$ cat config.mk
export PLATFORM = sky130hd
export DESIGN_NAME = events_rate_reader
export DESIGN_NICKNAME = d
export VERILOG_FILES = /design/src/rtl/events_rate_pkg.sv /design/src/rtl/events_rate_reader.sv
export SDC_FILE = /design/constraint.sdc
export NUM_CORES = 1
export LEC_CHECK = 0
export BUFFER_PORTS_ARGS = -buffer_cell sky130_fd_sc_hd__buf_2
export CORE_MARGIN = 4
export CORE_UTILIZATION = 45
export CTS_CLUSTER_SIZE = 14
export DETAILED_ROUTE_END_ITERATION = 10
export GPL_TIMING_DRIVEN = 0
export PLACE_DENSITY_LB_ADDON = 0.2
export SLEW_MARGIN = 20
export SYNTH_ARGS = -nofsm -noshare
export SYNTH_HDL_FRONTEND = slang
export SYNTH_SLANG_ARGS = --single-unit
$ cat constraint.sdc
create_clock -name clk -period 2.7 [get_ports clk]
set_input_delay 0.405 -clock clk [delete_from_list [all_inputs] [get_ports clk]]
set_output_delay 0.405 -clock clk [all_outputs]
set_load 0.02 [all_outputs]
$ cat src/rtl/events_rate_pkg.sv
// Shared types and defaults for the events-rate counter and its reader.
// Latency: n/a (package only).
// Backpressure: n/a (package only).
package events_rate_pkg;

  // Defaults shared with the counter block so both ends agree on widths.
  localparam int COUNTER_LENGTH_DEF = 24;
  localparam int CHANNEL_NUMBER_DEF = 2;
  localparam int SEQ_WIDTH_DEF      = 8;

  typedef enum logic [2:0] {
    IDLE,
    CLEAR,
    WAIT,
    LATCH,
    SEND
  } state_t;

  // Channel index field width; never narrower than one bit.
  function automatic int ch_idx_width(input int channels);
    return (channels <= 1) ? 1 : $clog2(channels);
  endfunction

  localparam int CH_IDX_WIDTH_DEF = ch_idx_width(CHANNEL_NUMBER_DEF);

  // One stream word at the default widths: sequence number in the MSBs.
  typedef struct packed {
    logic [SEQ_WIDTH_DEF-1:0]      seq;
    logic [CH_IDX_WIDTH_DEF-1:0]   ch_idx;
    logic [COUNTER_LENGTH_DEF-1:0] count;
  } word_t;

endpackage

$ cat src/rtl/events_rate_reader.sv
// Reads per-window channel counts from the rate counter and streams them as one word per channel.
// Latency: read pulse -> snapshot 1 cycle later -> first word valid on the following cycle.
// Backpressure: words hold while m_ready is low; a window finishing mid-packet stretches and flags overrun.
module events_rate_reader
  import events_rate_pkg::*;
#(
  parameter int  COUNTER_LENGTH = COUNTER_LENGTH_DEF,
  parameter int  CHANNEL_NUMBER = CHANNEL_NUMBER_DEF,
  parameter int  SEQ_WIDTH      = SEQ_WIDTH_DEF,
  localparam int CH_IDX_WIDTH   = ch_idx_width(CHANNEL_NUMBER),
  localparam int DATA_WIDTH     = SEQ_WIDTH + CH_IDX_WIDTH + COUNTER_LENGTH
) (
  input  logic                                          clk,
  input  logic                                          reset,
  input  logic                                          enable,
  input  logic                                          events_rate_ready,
  input  logic [CHANNEL_NUMBER-1:0][COUNTER_LENGTH-1:0] event_count,
  output logic                                          read,
  output logic                                          clear,
  output logic                                          m_valid,
  input  logic                                          m_ready,
  output logic [DATA_WIDTH-1:0]                         m_data,
  output logic                                          m_last,
  output logic                                          overrun,
  output logic                                          busy
);

  localparam logic [CH_IDX_WIDTH-1:0] LAST_IDX = CH_IDX_WIDTH'(CHANNEL_NUMBER - 1);

  state_t                    state;
  state_t                    state_nxt;
  logic [SEQ_WIDTH-1:0]      seq;
  logic [CH_IDX_WIDTH-1:0]   idx;
  logic [COUNTER_LENGTH-1:0] snapshot [CHANNEL_NUMBER];
  logic                      word_last;

  assign word_last = (idx == LAST_IDX);

  // State register; reset parks the reader in IDLE with every strobe low.
  always_ff @(posedge clk or posedge reset) begin
    if (reset) state <= IDLE;
    else       state <= state_nxt;
  end

  // Next state plus all outputs decoded from the current state, so reset clears them without a clock.
  always_comb begin
    state_nxt = state;
    read      = 1'b0;
    clear     = 1'b0;
    m_valid   = 1'b0;
    m_last    = 1'b0;
    m_data    = '0;
    busy      = 1'b1;
    case (state)
      IDLE: begin
        busy = 1'b0;
        if (enable) state_nxt = CLEAR;
      end
      CLEAR: begin
        clear     = 1'b1;
        state_nxt = WAIT;
      end
      WAIT: begin
        if (!enable) begin
          state_nxt = IDLE;
        end else if (events_rate_ready) begin
          read      = 1'b1;
          state_nxt = LATCH;
        end
      end
      // Counts appear on event_count during this cycle; ready is dropping and is ignored.
      LATCH: state_nxt = SEND;
      SEND: begin
        m_valid = 1'b1;
        m_last  = word_last;
        m_data  = {seq, idx, snapshot[idx]};
        if (m_ready && word_last) state_nxt = WAIT;
      end
      default: state_nxt = IDLE;
    endcase
  end

  // Packet sequence number, word index and the sticky overrun flag.
  always_ff @(posedge clk or posedge reset) begin
    if (reset) begin
      seq     <= '0;
      idx     <= '0;
      overrun <= 1'b0;
    end else begin
      case (state)
        CLEAR: begin
          seq     <= '0;
          overrun <= 1'b0;
        end
        LATCH: idx <= '0;
        SEND: begin
          // A window closed before the previous packet drained; it keeps counting until the next read.
          if (events_rate_ready) overrun <= 1'b1;
          if (m_ready) begin
            if (word_last) seq <= seq + 1'b1;
            else           idx <= idx + 1'b1;
          end
        end
        default: ;
      endcase
    end
  end

  // Snapshot every channel count at the end of LATCH; copied unmodified.
  always_ff @(posedge clk or posedge reset) begin
    if (reset) begin
      for (int i = 0; i < CHANNEL_NUMBER; i++) snapshot[i] <= '0;
    end else if (state == LATCH) begin
      for (int i = 0; i < CHANNEL_NUMBER; i++) snapshot[i] <= event_count[i];
    end
  end

endmodule

# ---- Word-level counts from Yosys, hierarchy flattened
# Index checks and enable logic that the tools add are counted.
dict set report totals {
  regBits 61
  out_inout_bits 39
}
dict set report classes {
  n_eq_ne 10
  n_lt_le_gt_ge 1
  addsub 2
  mux 24
  reduce_logical 8
  bitwise_logic 1
}
# cell n
set op_table {}
lappend op_table {{two-way mux 24 bit} 3}
lappend op_table {{two-way mux 33 bit} 1}
lappend op_table {{two-way mux 8 bit} 2}
lappend op_table {{one-hot mux 8 bit (2 select lines)} 1}
lappend op_table {{one-hot mux 3 bit (5 select lines)} 1}
lappend op_table {{two-way mux 3 bit} 4}
lappend op_table {{two-way mux 1 bit} 10}
lappend op_table {{!= test 2 bit, second input constant} 5}
lappend op_table {{adder 8 x 1 -> 8 bit, second input constant} 1}
lappend op_table {{equality test 3 x 2 -> 1 bit, second input constant} 2}
lappend op_table {{AND reduction 3 bit} 2}
lappend op_table {{one-hot mux 1 bit (2 select lines)} 2}
lappend op_table {{AND reduction 2 bit} 2}
lappend op_table {{nonzero test 2 bit} 2}
lappend op_table {{equality test 3 x 1 -> 1 bit, second input constant} 1}
lappend op_table {{equality test 3 bit, second input constant} 1}
lappend op_table {{zero test 3 bit} 1}
lappend op_table {{!= test 3 bit, second input constant} 1}
lappend op_table {{>= comparator 2 bit, second input constant} 1}
lappend op_table {{inverter 1 -> 2 bit} 1}
lappend op_table {{adder 1 bit, second input constant} 1}
lappend op_table {{logical AND 1 bit} 1}

# ---- Depth between registers and ports, before layout
dict set report depth {
  ltp_word 5
  depth_mapped 7
  ltp_nobuf 4
}

# ---- Worst setup path after synthesis
# Ideal clock, no wire load.
dict set report synth_timing {
  path_kind {reg2out}
  from {register state[1]}
  to {output port m_data[24]}
  stages_incl_launch_ff 8
  slack_ns 0.670
  arrival_time_ns 1.625
  cell_sequence {dfrtp_1 buf_6 or3b_1 buf_6 clkinv_8 buf_6 and2_1 buf_4}
}
dict set report synth_between {
  elab_chain_len 2
}
# item line
set synth_rtl {}
lappend synth_rtl {{from (decl)} events_rate_reader.sv:30} ;# state_t state;
lappend synth_rtl {{from (signal assigned)} events_rate_reader.sv:42} ;# else state <= state_nxt;
lappend synth_rtl {{equality test 3 bit} events_rate_reader.sv:54} ;# case (state)
lappend synth_rtl {{two-way mux 33 bit} events_rate_reader.sv:54}
lappend synth_rtl {{to (decl)} events_rate_reader.sv:22} ;# output logic [DATA_WIDTH-1:0] m_data,
# No other way between the ends.

# ---- Worst setup path after layout
# Ends and elaborated chain as after synthesis.

==> impl_results.md <==
- N_diodes: 0
- CTS root buf: clkbuf_8
- Synthesized area: 3000 um2
- Final Hold Viols: 0
- Post-CTS resize count: 0
- Die width: approximately 90 um
- Synth cell types: 39
- Initial antenna violation count: 0
- Global-route wire length before repair: 10,300 um
- Fin crit period: 2370 ps
- Final Max Tran Viols: 0
- Most common cell after layout, fill and taps aside: buf_2
- Fillers: 578
- # Post-CTS Setup Buffers: 0
- Mapped Cells: 242
- Status: finished, final reports clean
- Reg clk slew, reported paths: 70 ps
- Yosys warning count: 0
- Dpl hpwl: 4630 um
- FMAX: 422 MHz
- Minimum hold slack: 27.1 ps
- CTS Hold Bufs: 0
- Slew @ Worst Pin: 335 ps
- Remaining routing DRC violations: 0
- Sw power: approximately 1.3 mW
- Setup TNS: 0 ps
- H-tree Lvls: 3
- Most frequent cells in the layout: buf_2, dfrtp_1, mux2_2, mux2i_1, nor2_1
- Hold/Removal Path Class: in -> async
- Synth Area in Compound Gates: 0.0485
- Clk sinks: 61
- Sequential power share: 0.395
- IO Port Bufs: 91
- CP Class: reg -> out
- Syn nets: 296
- Pwr dens: a little over 1000 nW/um2
- Internal power: 2.52 mW
- Grt ovf: 0
- Crit. End Element: output pin
- Sw Ratio: 0.342
- Chip Height: 89.6 um
- Area contributors post-synth: dfrtp_1, mux2_2, mux2i_1
- Layout Skew: around 5.3 ps
- Post-synthesis xor/xnor area fraction: 0
- Area growth syn-to-layout: 25.1%
- FF+latch area: 1530 um2
- Core area: approximately 6400 um2
- Post-synth top area share: 0.510
- Post-DR wirelength/cell: around 15 um
- Post-synthesis mux area share: 0.271
- Max-cap viol count: 0
- Synth Area per Inst: between 10 and 15 um2
- Share of layout cells above drive strength 1: 0.509
- Synth Area in Adders: 0.00418
- Cell row count: 29
- GPL Wtd Cong: 0.758
- Simple-Gate Fraction of Synth Area: 0.119
- Via count: 2,135
- Max_slew headroom: 0.777
- Leak: 1.86 nW
- Clock power frac: 0.200
- Clock buffer depth: 2
- Startpoint types: flop
- VDD IR-drop max: 0.463 mV
- CP Data Required Time: 2300 ps
- Crit path arrival time: 1970 ps
- Iter 0 DRT Violations: 38
- Final std cells w/o fill: 425
- Post-Route WL: 6470 um
- Cell depth of the worst flop-to-flop path: 4
- Placed Cells: 411
- Num CTS Buffers: 9
- Detail Route Antenna Nets: 0
- Die area: ~8000 um2
- Largest fanout on the critical path: 10
- All-Layer GR Usage: 0.171
- Synth area leader: dfrtp_1
- Largest net degree at the start of global routing: 42
- Ratio of final minimum period to clock period: 0.879
- Nets: 399
- IO Pins: 92
- DRT Pass-1 Iters: 4
- Vias in the first global route: 2,245
- Post-synthesis sequential area ratio: 0.510
- Final setup viols: 0
- Combinational share of power: 0.405
- Unrepaired setup endpoints after global routing: no
- Vias per inst: 5.02
- Worst-Skew Late Latency: 330 ps
- Starting Density: 0.466
- Seq cells post-synth: 61
- Largest family of logic cells by synthesized area: multiplexers
- Multi-input gate area: 1330 um2
- CTS tree: done
cells in the mapped netlist, drive strengths merged:
cell      n
a22o      1
o211ai    2
mux2     48
a21o      1
dfrtp    61
buf      17
a31oi     1
nor4      1
nand3     1
a21oi     2
and2      9
clkinv    1
nor2     24
o31a      1
inv       4
a211oi    1
nand4     3
or3       1
nand4b    2
nand4bb   1
or3b      2
clkbuf    1
a21boi    1
ha        1
nor3b     1
mux2i    27
a2111o    1
or4       1
nand2    14
a2111oi   1
nand2b    3
and3      1
o21ai     4
o21a      2
logic make-up (layout without fill, tap and decap cells):
family,after synthesis,in the layout
buffers and inverters,23,129
DFF,61,61
AOI/OAI and AO/OA,18,18
adders and majority gates,1,1
and+or+nand+nor,64,64
muxes,75,75
stage by stage:
step / cell area, um2 / power (mW) / setup WS (ps) / utilization
floorplan: 3000 / 2.71 / 670 / -
global placement: 3550 / 3.06 / -60.8 / 0.552
detailed placement: 3570 / 3.11 / 673 / 0.556
CTS: 3750 / 3.88 / 298 / 0.584
global route: 3750 / 4.11 / 243 / 0.584
finish: 3750 / 3.83 / 328 / 0.584
power by group through the flow:
stage	clock [mW]	combinational [mW]	sequential [mW]
6_report	0.766	1.55	1.51
2_1_floorplan	0	1.23	1.48
3_3_place_gp	0	1.54	1.51
3_5_place_dp	0	1.58	1.53
5_1_grt	0.827	1.72	1.56
4_1_cts	0.782	1.58	1.52
per-layer routing:
| metal | track usage | wire, um |
|---|---|---|
| met1 | 0.217 | 2850 |
| met2 | 0.267 | 3070 |
| met3 | 0.0611 | 444 |
| met4 | 0.0690 | 106 |
| met5 | 0 | 0 |
state kept, by name, indices dropped and copies added, names as in the netlist:
name,cells
idx,1
seq,8
snapshot,48
overrun,1
state,3
critical path: stages (launching register included):
cell	delay (ps)
dfrtp_1	390
buf_6	140
or3b_1	380
buf_6	170
clkinv_8	60
buf_6	120
and2_1	140
buf_4	100
buf_2	150
final cells by class:
type / count / area share
sequential: 61 / 0.407
multi-input combinational: 158 / 0.353
timing repair buffer: 92 / 0.127
clock buffer: 10 / 0.0340
buffer: 18 / 0.0300
tap: 77 / 0.0257
clock inverter: 4 / 0.0137
inverter: 5 / 0.00901
worst paths after layout:
path | from | end | slack [ps]
hold / removal | reset | snapshot[39] | 30
hold reg to reg | overrun | overrun | 480
setup reg to reg | state[0] | seq[4] | 1190
min in group clk | event_count[6] | snapshot[30] | 300
setup / recovery | state[1] | m_data[24] | 330
max in group asynchronous | reset | snapshot[19] | 2160
Power figures use the tool's default switching activity.
